===== config.mk =====
export PLATFORM = sky130hd
export DESIGN_NAME = wback_pipe_flat
export DESIGN_NICKNAME = d
export VERILOG_FILES = /design/src/rtl/wback_pipe_if.sv /design/src/rtl/wback_pipe.sv /design/src/flat_wrapper.sv
export SDC_FILE = /design/constraint.sdc
export NUM_CORES = 1
export LEC_CHECK = 0
export BUFFER_PORTS_ARGS = -buffer_cell sky130_fd_sc_hd__buf_2
export CORE_MARGIN = 2
export CORE_UTILIZATION = 48
export CTS_CLUSTER_DIAMETER = 40
export DETAILED_ROUTE_END_ITERATION = 10
export HOLD_SLACK_MARGIN = 0.02
export PLACE_DENSITY = 0.85
export REMOVE_ABC_BUFFERS = 1
export SLEW_MARGIN = 20
export SYNTH_ARGS = -nofsm -noshare
export SYNTH_HDL_FRONTEND = slang
export SYNTH_SLANG_ARGS = --single-unit

===== constraint.sdc =====
create_clock -name clk -period 3.1 [get_ports clk]
set_input_delay 0.31 -clock clk [delete_from_list [all_inputs] [get_ports clk]]
set_output_delay 0.31 -clock clk [all_outputs]
set_load 0.01 [all_outputs]

===== src/rtl/wback_pipe_if.sv =====
// Memory-stage to write-back bundle: me_* carry the instruction in, wb_* are
// pipeline controls, wr_* are the registered write-back results.
interface wback_pipe_if #(
  parameter int DATA_W = 32,
  parameter int REG_AW = 5
);
  localparam int OFS_W = $clog2(DATA_W / 8);

  logic              me_Valid;
  logic [DATA_W-1:0] me_ExtMemRdData;
  logic [DATA_W-1:0] me_ByData;
  logic              me_MemRegSel;
  logic [1:0]        me_LdSize;
  logic              me_LdSigned;
  logic [OFS_W-1:0]  me_ByteOfs;
  logic              me_RegWriteSel;
  logic [REG_AW-1:0] me_RegDest;
  logic              wb_Stall;
  logic              wb_Flush;
  logic [REG_AW-1:0] wr_RegDest;
  logic [DATA_W-1:0] wr_Data;
  logic              wr_RegWriteSel;
  logic              wr_Valid;
  logic              wr_AlignErr;

  modport master (
    output me_Valid, me_ExtMemRdData, me_ByData, me_MemRegSel, me_LdSize,
           me_LdSigned, me_ByteOfs, me_RegWriteSel, me_RegDest,
           wb_Stall, wb_Flush,
    input  wr_RegDest, wr_Data, wr_RegWriteSel, wr_Valid, wr_AlignErr
  );

  modport slave (
    input  me_Valid, me_ExtMemRdData, me_ByData, me_MemRegSel, me_LdSize,
           me_LdSigned, me_ByteOfs, me_RegWriteSel, me_RegDest,
           wb_Stall, wb_Flush,
    output wr_RegDest, wr_Data, wr_RegWriteSel, wr_Valid, wr_AlignErr
  );
endinterface


===== src/rtl/wback_pipe.sv =====
// Write-back pipeline register: extracts and extends load data, flags
// misaligned loads and holds/flushes under pipeline control.
module wback_pipe #(
  parameter int DATA_W = 32,
  parameter int REG_AW = 5
) (
  input logic        clk,
  input logic        reset,
  wback_pipe_if.slave bus
);
  localparam int OFS_W = $clog2(DATA_W / 8);

  generate
    if (DATA_W != 32 && DATA_W != 64) begin : g_badWidth
      $error("wback_pipe: DATA_W must be 32 or 64");
    end
  endgenerate

  logic [OFS_W-1:0]  w_ofs;
  logic [DATA_W-1:0] w_shifted;
  logic [DATA_W-1:0] w_wordExt;
  logic [DATA_W-1:0] w_ext;
  logic [DATA_W-1:0] w_data;
  logic              w_misalign;
  logic              w_valid;
  logic              w_regWrite;

  logic [REG_AW-1:0] r_regDest;
  logic [DATA_W-1:0] r_data;
  logic              r_regWriteSel;
  logic              r_valid;
  logic              r_alignErr;

  assign w_ofs     = bus.me_ByteOfs;
  assign w_shifted = bus.me_ExtMemRdData >> {w_ofs, 3'b000};

  // A word is only a narrower lane on the 64-bit datapath.
  generate
    if (DATA_W == 64) begin : g_word64
      assign w_wordExt = {{(DATA_W-32){bus.me_LdSigned & w_shifted[31]}}, w_shifted[31:0]};
    end else begin : g_word32
      assign w_wordExt = w_shifted;
    end
  endgenerate

  always_comb begin
    w_ext = w_shifted;
    case (bus.me_LdSize)
      2'b00:   w_ext = {{(DATA_W-8){bus.me_LdSigned & w_shifted[7]}}, w_shifted[7:0]};
      2'b01:   w_ext = {{(DATA_W-16){bus.me_LdSigned & w_shifted[15]}}, w_shifted[15:0]};
      2'b10:   w_ext = w_wordExt;
      default: w_ext = w_shifted;
    endcase
  end

  // On 32 bits the dword encoding reduces to a word check, since |w_ofs covers it.
  always_comb begin
    w_misalign = 1'b0;
    if (bus.me_MemRegSel) begin
      case (bus.me_LdSize)
        2'b00:   w_misalign = 1'b0;
        2'b01:   w_misalign = w_ofs[0];
        2'b10:   w_misalign = |w_ofs[1:0];
        default: w_misalign = |w_ofs;
      endcase
    end
  end

  assign w_data     = bus.me_MemRegSel ? w_ext : bus.me_ByData;
  assign w_valid    = bus.me_Valid & ~bus.wb_Flush;
  assign w_regWrite = bus.me_RegWriteSel & w_valid & ~w_misalign & (|bus.me_RegDest);

  // Flush wins over stall; a stalled flush clears only the status bits.
  always_ff @(posedge clk or posedge reset) begin
    if (reset) begin
      r_regDest     <= '0;
      r_data        <= '0;
      r_regWriteSel <= 1'b0;
      r_valid       <= 1'b0;
      r_alignErr    <= 1'b0;
    end else if (!bus.wb_Stall) begin
      r_regDest     <= bus.me_RegDest;
      r_data        <= w_data;
      r_regWriteSel <= w_regWrite;
      r_valid       <= w_valid;
      r_alignErr    <= w_valid & w_misalign;
    end else if (bus.wb_Flush) begin
      r_regWriteSel <= 1'b0;
      r_valid       <= 1'b0;
      r_alignErr    <= 1'b0;
    end
  end

  assign bus.wr_RegDest     = r_regDest;
  assign bus.wr_Data        = r_data;
  assign bus.wr_RegWriteSel = r_regWriteSel;
  assign bus.wr_Valid       = r_valid;
  assign bus.wr_AlignErr    = r_alignErr;
endmodule


===== src/flat_wrapper.sv =====
// flat-port wrapper written by rule: the top's interface ports become plain ports
module wback_pipe_flat 
#(
  parameter int DATA_W = 32,
  parameter int REG_AW = 5
)
  (clk, reset, bus_me_Valid, bus_me_ExtMemRdData, bus_me_ByData, bus_me_MemRegSel, bus_me_LdSize, bus_me_LdSigned, bus_me_ByteOfs, bus_me_RegWriteSel, bus_me_RegDest, bus_wb_Stall, bus_wb_Flush, bus_wr_RegDest, bus_wr_Data, bus_wr_RegWriteSel, bus_wr_Valid, bus_wr_AlignErr);
  wback_pipe_if #(.DATA_W(DATA_W), .REG_AW(REG_AW)) bus_i ();
  input logic clk;
  input logic reset;
  input wire logic [$bits(bus_i.me_Valid)-1:0] bus_me_Valid;
  input wire logic [$bits(bus_i.me_ExtMemRdData)-1:0] bus_me_ExtMemRdData;
  input wire logic [$bits(bus_i.me_ByData)-1:0] bus_me_ByData;
  input wire logic [$bits(bus_i.me_MemRegSel)-1:0] bus_me_MemRegSel;
  input wire logic [$bits(bus_i.me_LdSize)-1:0] bus_me_LdSize;
  input wire logic [$bits(bus_i.me_LdSigned)-1:0] bus_me_LdSigned;
  input wire logic [$bits(bus_i.me_ByteOfs)-1:0] bus_me_ByteOfs;
  input wire logic [$bits(bus_i.me_RegWriteSel)-1:0] bus_me_RegWriteSel;
  input wire logic [$bits(bus_i.me_RegDest)-1:0] bus_me_RegDest;
  input wire logic [$bits(bus_i.wb_Stall)-1:0] bus_wb_Stall;
  input wire logic [$bits(bus_i.wb_Flush)-1:0] bus_wb_Flush;
  output wire logic [$bits(bus_i.wr_RegDest)-1:0] bus_wr_RegDest;
  output wire logic [$bits(bus_i.wr_Data)-1:0] bus_wr_Data;
  output wire logic [$bits(bus_i.wr_RegWriteSel)-1:0] bus_wr_RegWriteSel;
  output wire logic [$bits(bus_i.wr_Valid)-1:0] bus_wr_Valid;
  output wire logic [$bits(bus_i.wr_AlignErr)-1:0] bus_wr_AlignErr;
  assign bus_i.me_Valid = bus_me_Valid;
  assign bus_i.me_ExtMemRdData = bus_me_ExtMemRdData;
  assign bus_i.me_ByData = bus_me_ByData;
  assign bus_i.me_MemRegSel = bus_me_MemRegSel;
  assign bus_i.me_LdSize = bus_me_LdSize;
  assign bus_i.me_LdSigned = bus_me_LdSigned;
  assign bus_i.me_ByteOfs = bus_me_ByteOfs;
  assign bus_i.me_RegWriteSel = bus_me_RegWriteSel;
  assign bus_i.me_RegDest = bus_me_RegDest;
  assign bus_i.wb_Stall = bus_wb_Stall;
  assign bus_i.wb_Flush = bus_wb_Flush;
  assign bus_wr_RegDest = bus_i.wr_RegDest;
  assign bus_wr_Data = bus_i.wr_Data;
  assign bus_wr_RegWriteSel = bus_i.wr_RegWriteSel;
  assign bus_wr_Valid = bus_i.wr_Valid;
  assign bus_wr_AlignErr = bus_i.wr_AlignErr;
  wback_pipe #(.DATA_W(DATA_W), .REG_AW(REG_AW)) u_core (.clk(clk), .reset(reset), .bus(bus_i));
endmodule

-- Yosys cells after proc, flatten, opt, wreduce, memory -nomap -nowiden
Index checks and enable logic that the tools add are counted.
- register bits: 40
- input bits: 81
- output and inout port bits: 40
- logic and storage cells: 28
- equal/unequal tests: 2
- shifts and indexed selects: 1
- muxes and demuxes: 8
- bitwise operators: 9
- reduce and logical (&&, ||, !) cells: 3
- operator list (cell ; count):
    $pmux 32 s2 ; 1
    $mux 32 ; 1
    $shr 32x5->32 ; 1
    $and 1x1->1 ; 7
    $mux 1 ; 5
    $reduce_or 5->1 ; 1
    $eq 2x1->1 const B ; 1
    $logic_not 2->1 ; 1
    $ne 2x1->1 const B ; 1
    $not 1->1 ; 2
    $pmux 1 s2 ; 1
    $reduce_or 2->1 ; 1

-- Depth between registers and ports, before layout
- depth in word-level cells: 7
- mapped depth: 6
- mapped depth without buffers: 4

-- Least setup slack after synthesis
Ideal clock, no wire load.
- kind: input port to flip-flop
- start: input port bus_me_ByteOfs[1]
- end: register u_core.r_data[17] (netlist: u_core.bus.wr_Data[17])
- data arrival time: 1.493 ns
- setup slack: 1.484 ns
- stages on the path: 5
- buffers on the path: 1
- cell sequence: mux4_2 -> o22a_1 -> a21oi_2 -> buf_6 -> a21oi_1
- word-level cells in the longest chain between the ends: 4
- elaborated cells on any way between the ends: 5
- classes of those cells: shift (1); mux (2); bitwise (2)
- ends and longest elaborated chain (what ; RTL line ; source):
    from (decl) ; flat_wrapper.sv:17 ; input wire logic [$bits(bus_i.me_ByteOfs)-1:0] bus_me_ByteOfs;
    $shr 32x5->32 (*) ; wback_pipe.sv:35 ; assign w_shifted = bus.me_ExtMemRdData >> {w_ofs, 3'b000};
    $and 1x1->1 (on tied branches) ; wback_pipe.sv:50, wback_pipe.sv:49 ;
    $pmux 32 s2 (*) ; wback_pipe.sv:48 ; case (bus.me_LdSize)
    $mux 32 (*) ; wback_pipe.sv:69 ; assign w_data = bus.me_MemRegSel ? w_ext : bus.me_ByData;
    to (signal assigned) ; wback_pipe.sv:83 ; r_data <= w_data;
    to (decl) ; wback_pipe.sv:29 ; logic [DATA_W-1:0] r_data;
Mark *: on every way between the ends. The rest lies on a longest branch, timed or not.
A chain may end at the register's enable or synchronous reset.

-- Final worst setup path
- start: input port bus_me_ByteOfs[1]
- end: register u_core.r_data[22] (netlist: u_core.bus.wr_Data[22])
Same word-level chain as after synthesis.

==> key figures <==
STA
  – TNS Setup: 0 ns
  – Measured slew at the worst slew-check pin: 0.833 ns
  – Max Clock Freq: 478 MHz
  – Worst hold margin: 0.137 ns
  – Slew Viols, Final: 0
  – Final Skew: 0 ns
  – RSZ-0062 raised after global routing: false
  – # setup viols final: 0
  – Final hold vios: 0
  – Final period util: 0.674
  – Minimum clock period: 2.09 ns
  – Slew margin rel.: 0.443
  – Smallest setup slack after layout: 1.01 ns

Route
  – Vias per cell: 5.68
  – DR DRC count: 0
  – Average wire per standard cell: 16.8 µm
  – Post-route ant nets: 0
  – Post-Route WL: 6350 µm
  – Iteration-0 DRC Markers: 90
  – Pre-antenna DRT Iters: 4
  – Routed via count: 2147

Logic synthesis
  – Main area contributors after synthesis: dfrtp_1 (45%), mux4_2 (8.1%), mux2i_1 (7.2%)
  – Area leader, netlist: dfrtp_1
  – Yosys warns: 0
  – Synthesized area per cell: 10.5 µm²
  – Flops & latches, synth: 40
  – Register area share after synthesis: 0.451
  – Mapped cell area: 2220 µm²
  – Gate count after technology mapping: 211
  – Top-area cell type share of the netlist area: 0.451
  – Yosys cell types: 28

Floorplan
  – Die Y: 72.0 µm
  – Die ar.: 5180 µm²
  – Core ar.: 4410 µm²
  – Initial Utilization: 0.502
  – Die Wd: 72.0 µm
  – Row Count: 24
  – I/O pin cnt: 121

Worst setup path
  – Crit. End Element: flop
  – Worst Setup Start Kind: primary input
  – Worst flop-to-flop path endpoint: u_core.bus.wr_Data[30]$_DFFE_PP0N_
  – CP endpoint: u_core.bus.wr_Data[22]$_DFFE_PP0N_
  – Worst Path Max Fanout: 20
  – CP Class: in -> reg
  – Worst EP required: 3.23 ns
  – Crit path from: bus_me_ByteOfs[1]
  – Internal reg-to-reg setup slack: 2.32 ns
  – Reg2Reg Depth: 2
  – Critical path arrival: 2.22 ns
  – R2r startpoint: u_core.bus.wr_Data[30]$_DFFE_PP0N_

Worst hold path
  – Hold Path Class: in -> async

CTS
  – H-tree Lvls: 2
  – TritonCTS clock tree: done
  – Max Root-Sink Buffers: 2
  – Setup Buffers After CTS: 0
  – Hold-fix buffers, CTS: 0
  – Post-CTS sizing: 0
  – Worst-path clk slew: 0.08 ns
  – Clk Tree Root Cell: clkbuf_8
  – Number of buffers created by CTS: 5
  – Num Clock Sinks: 40
  – Clk Latency, worst-skew pair: 0.29 ns

Place
  – Area post-placement: 2820 µm²
  – Placed Cells: 370
  – Dpl ws: 0.697 ns
  – Port bufs: 120
  – GP Congestion: 0.816

Finish
  – Area Growth Syn to Fin: 31.4%
  – # diodes: 0
  – Fin area: 2910 µm²
  – Final cell count without fillers: 378
  – Fin util: 0.660
  – Final #Nets: 406
  – Share of layout cells above drive strength 1: 0.500

Pwr
  – Leak pwr: 1.39 nW
  – Total power: 1.31 mW
  – Max IR drop VDD: 0.271 mV
  – Power per cell area: 449 nW/µm²

Global routing
  – Largest net degree at the start of global routing: 29
  – GRT Residual Overflow: 0
  – Vias in the first global route: 2062
  – First-pass GRT wire length: 9680 µm
  – Total GRT Usage: 0.243
  – Antenna violations before repair: 0

Outcome
  – Outcome: completed

Run
  – Count of maximum capacitance violations: 0
-- cells in the final DEF, fill, tap and decap left out --
| master | n |
|---|---|
| inv_2 | 1 |
| dfrtp_1 | 40 |
| a21oi_1 | 28 |
| a21oi_2 | 1 |
| or4_1 | 1 |
| clkinv_2 | 2 |
| o21ai_0 | 11 |
| buf_2 | 120 |
| a22oi_1 | 7 |
| nor2b_1 | 1 |
| o2111ai_1 | 1 |
| o22a_1 | 1 |
| or2_2 | 9 |
| nor3b_1 | 1 |
| nand2_1 | 20 |
| a21bo_2 | 1 |
| or3_1 | 1 |
| inv_1 | 2 |
| nor2_1 | 4 |
| o22ai_1 | 23 |
| clkbuf_8 | 6 |
| a31oi_1 | 1 |
| mux2i_1 | 16 |
| buf_4 | 2 |
| nand2b_1 | 4 |
| mux4_2 | 8 |
| mux2_2 | 13 |
| a311oi_1 | 1 |
-- cell usage after synthesis --
cell type  number
a21bo_2         1
a21oi_1        28
a21oi_2         1
a22oi_1         7
a311oi_1        1
a31oi_1         1
buf_2           4
buf_4           2
buf_6           1
clkbuf_1        8
dfrtp_1        40
inv_1           2
inv_2           1
mux2_2         13
mux2i_1        16
mux4_2          8
nand2_1        20
nand2b_1        4
nor2_1          4
nor2b_1         1
nor3b_1         1
o2111ai_1       1
o21ai_0        11
o22a_1          1
o22ai_1        23
or2_2           9
or3_1           1
or4_1           1
-- registers in the layout, summed over array words and instances, names as in the netlist --
signal and flops:
u_core.bus.wr_Valid 1, u_core.bus.wr_RegWriteSel 1, u_core.bus.wr_AlignErr 1, u_core.bus.wr_Data 32
u_core.bus.wr_RegDest 5
-- worst max-delay path: stages --
cell and delay (ns):
buf_2 0.33, mux4_2 0.60, o22a_1 0.23, a21oi_2 0.58, a21oi_1 0.16
-- worst min path at each step --
stage,from,to,cells after the start
final,reset,u_core.bus.wr_Data[20]$_DFFE_PP0N_,2
after floorplan,bus_wb_Flush,u_core.bus.wr_AlignErr$_DFFE_PP0P_,1
after global placement,reset,u_core.bus.wr_Data[0]$_DFFE_PP0N_,2
after CTS,reset,u_core.bus.wr_Data[18]$_DFFE_PP0N_,2
after detailed placement,u_core.bus.wr_Data[1]$_DFFE_PP0N_,u_core.bus.wr_Data[1]$_DFFE_PP0N_,2
after global routing,bus_wb_Flush,u_core.bus.wr_AlignErr$_DFFE_PP0P_,2
-- power breakdown --
| part | switching [mW] | internal [mW] |
|---|---|---|
| sequential | 0.0303 | 0.581 |
| clock | 0.180 | 0.178 |
| combinational | 0.177 | 0.161 |
-- cell type report --
class                           count  area (µm²)
Inverter                            3        11.3
Clock inverter                      2        10.0
Timing Repair Buffer              122         616
Fill cell                         378        1500
Tap cell                           52        65.1
Clock buffer                        6        82.6
Sequential cell                    40        1000
Multi-Input combinational cell    153        1130
-- per-layer routing --
metal / up-vias / global-route usage / part of all wire
li1: 1017 / - / -
met1: 1007 / 0.311 / 0.41
met2: 106 / 0.409 / 0.50
met3: 17 / 0.0444 / 0.072
met4: 0 / 0.103 / 0.024
met5: - / 0 / 0
-- cell families after synthesis --
kind of cell           count (synthesis)  share of synthesized area
buffers and inverters                 18                     0.0395
AND/OR/NAND/NOR                       41                     0.0897
AO/OA/AOI/OAI                         75                      0.200
flip-flops                            40                      0.451
multiplexers                          37                      0.220
No activity file was read; power rests on OpenSTA's default activity.
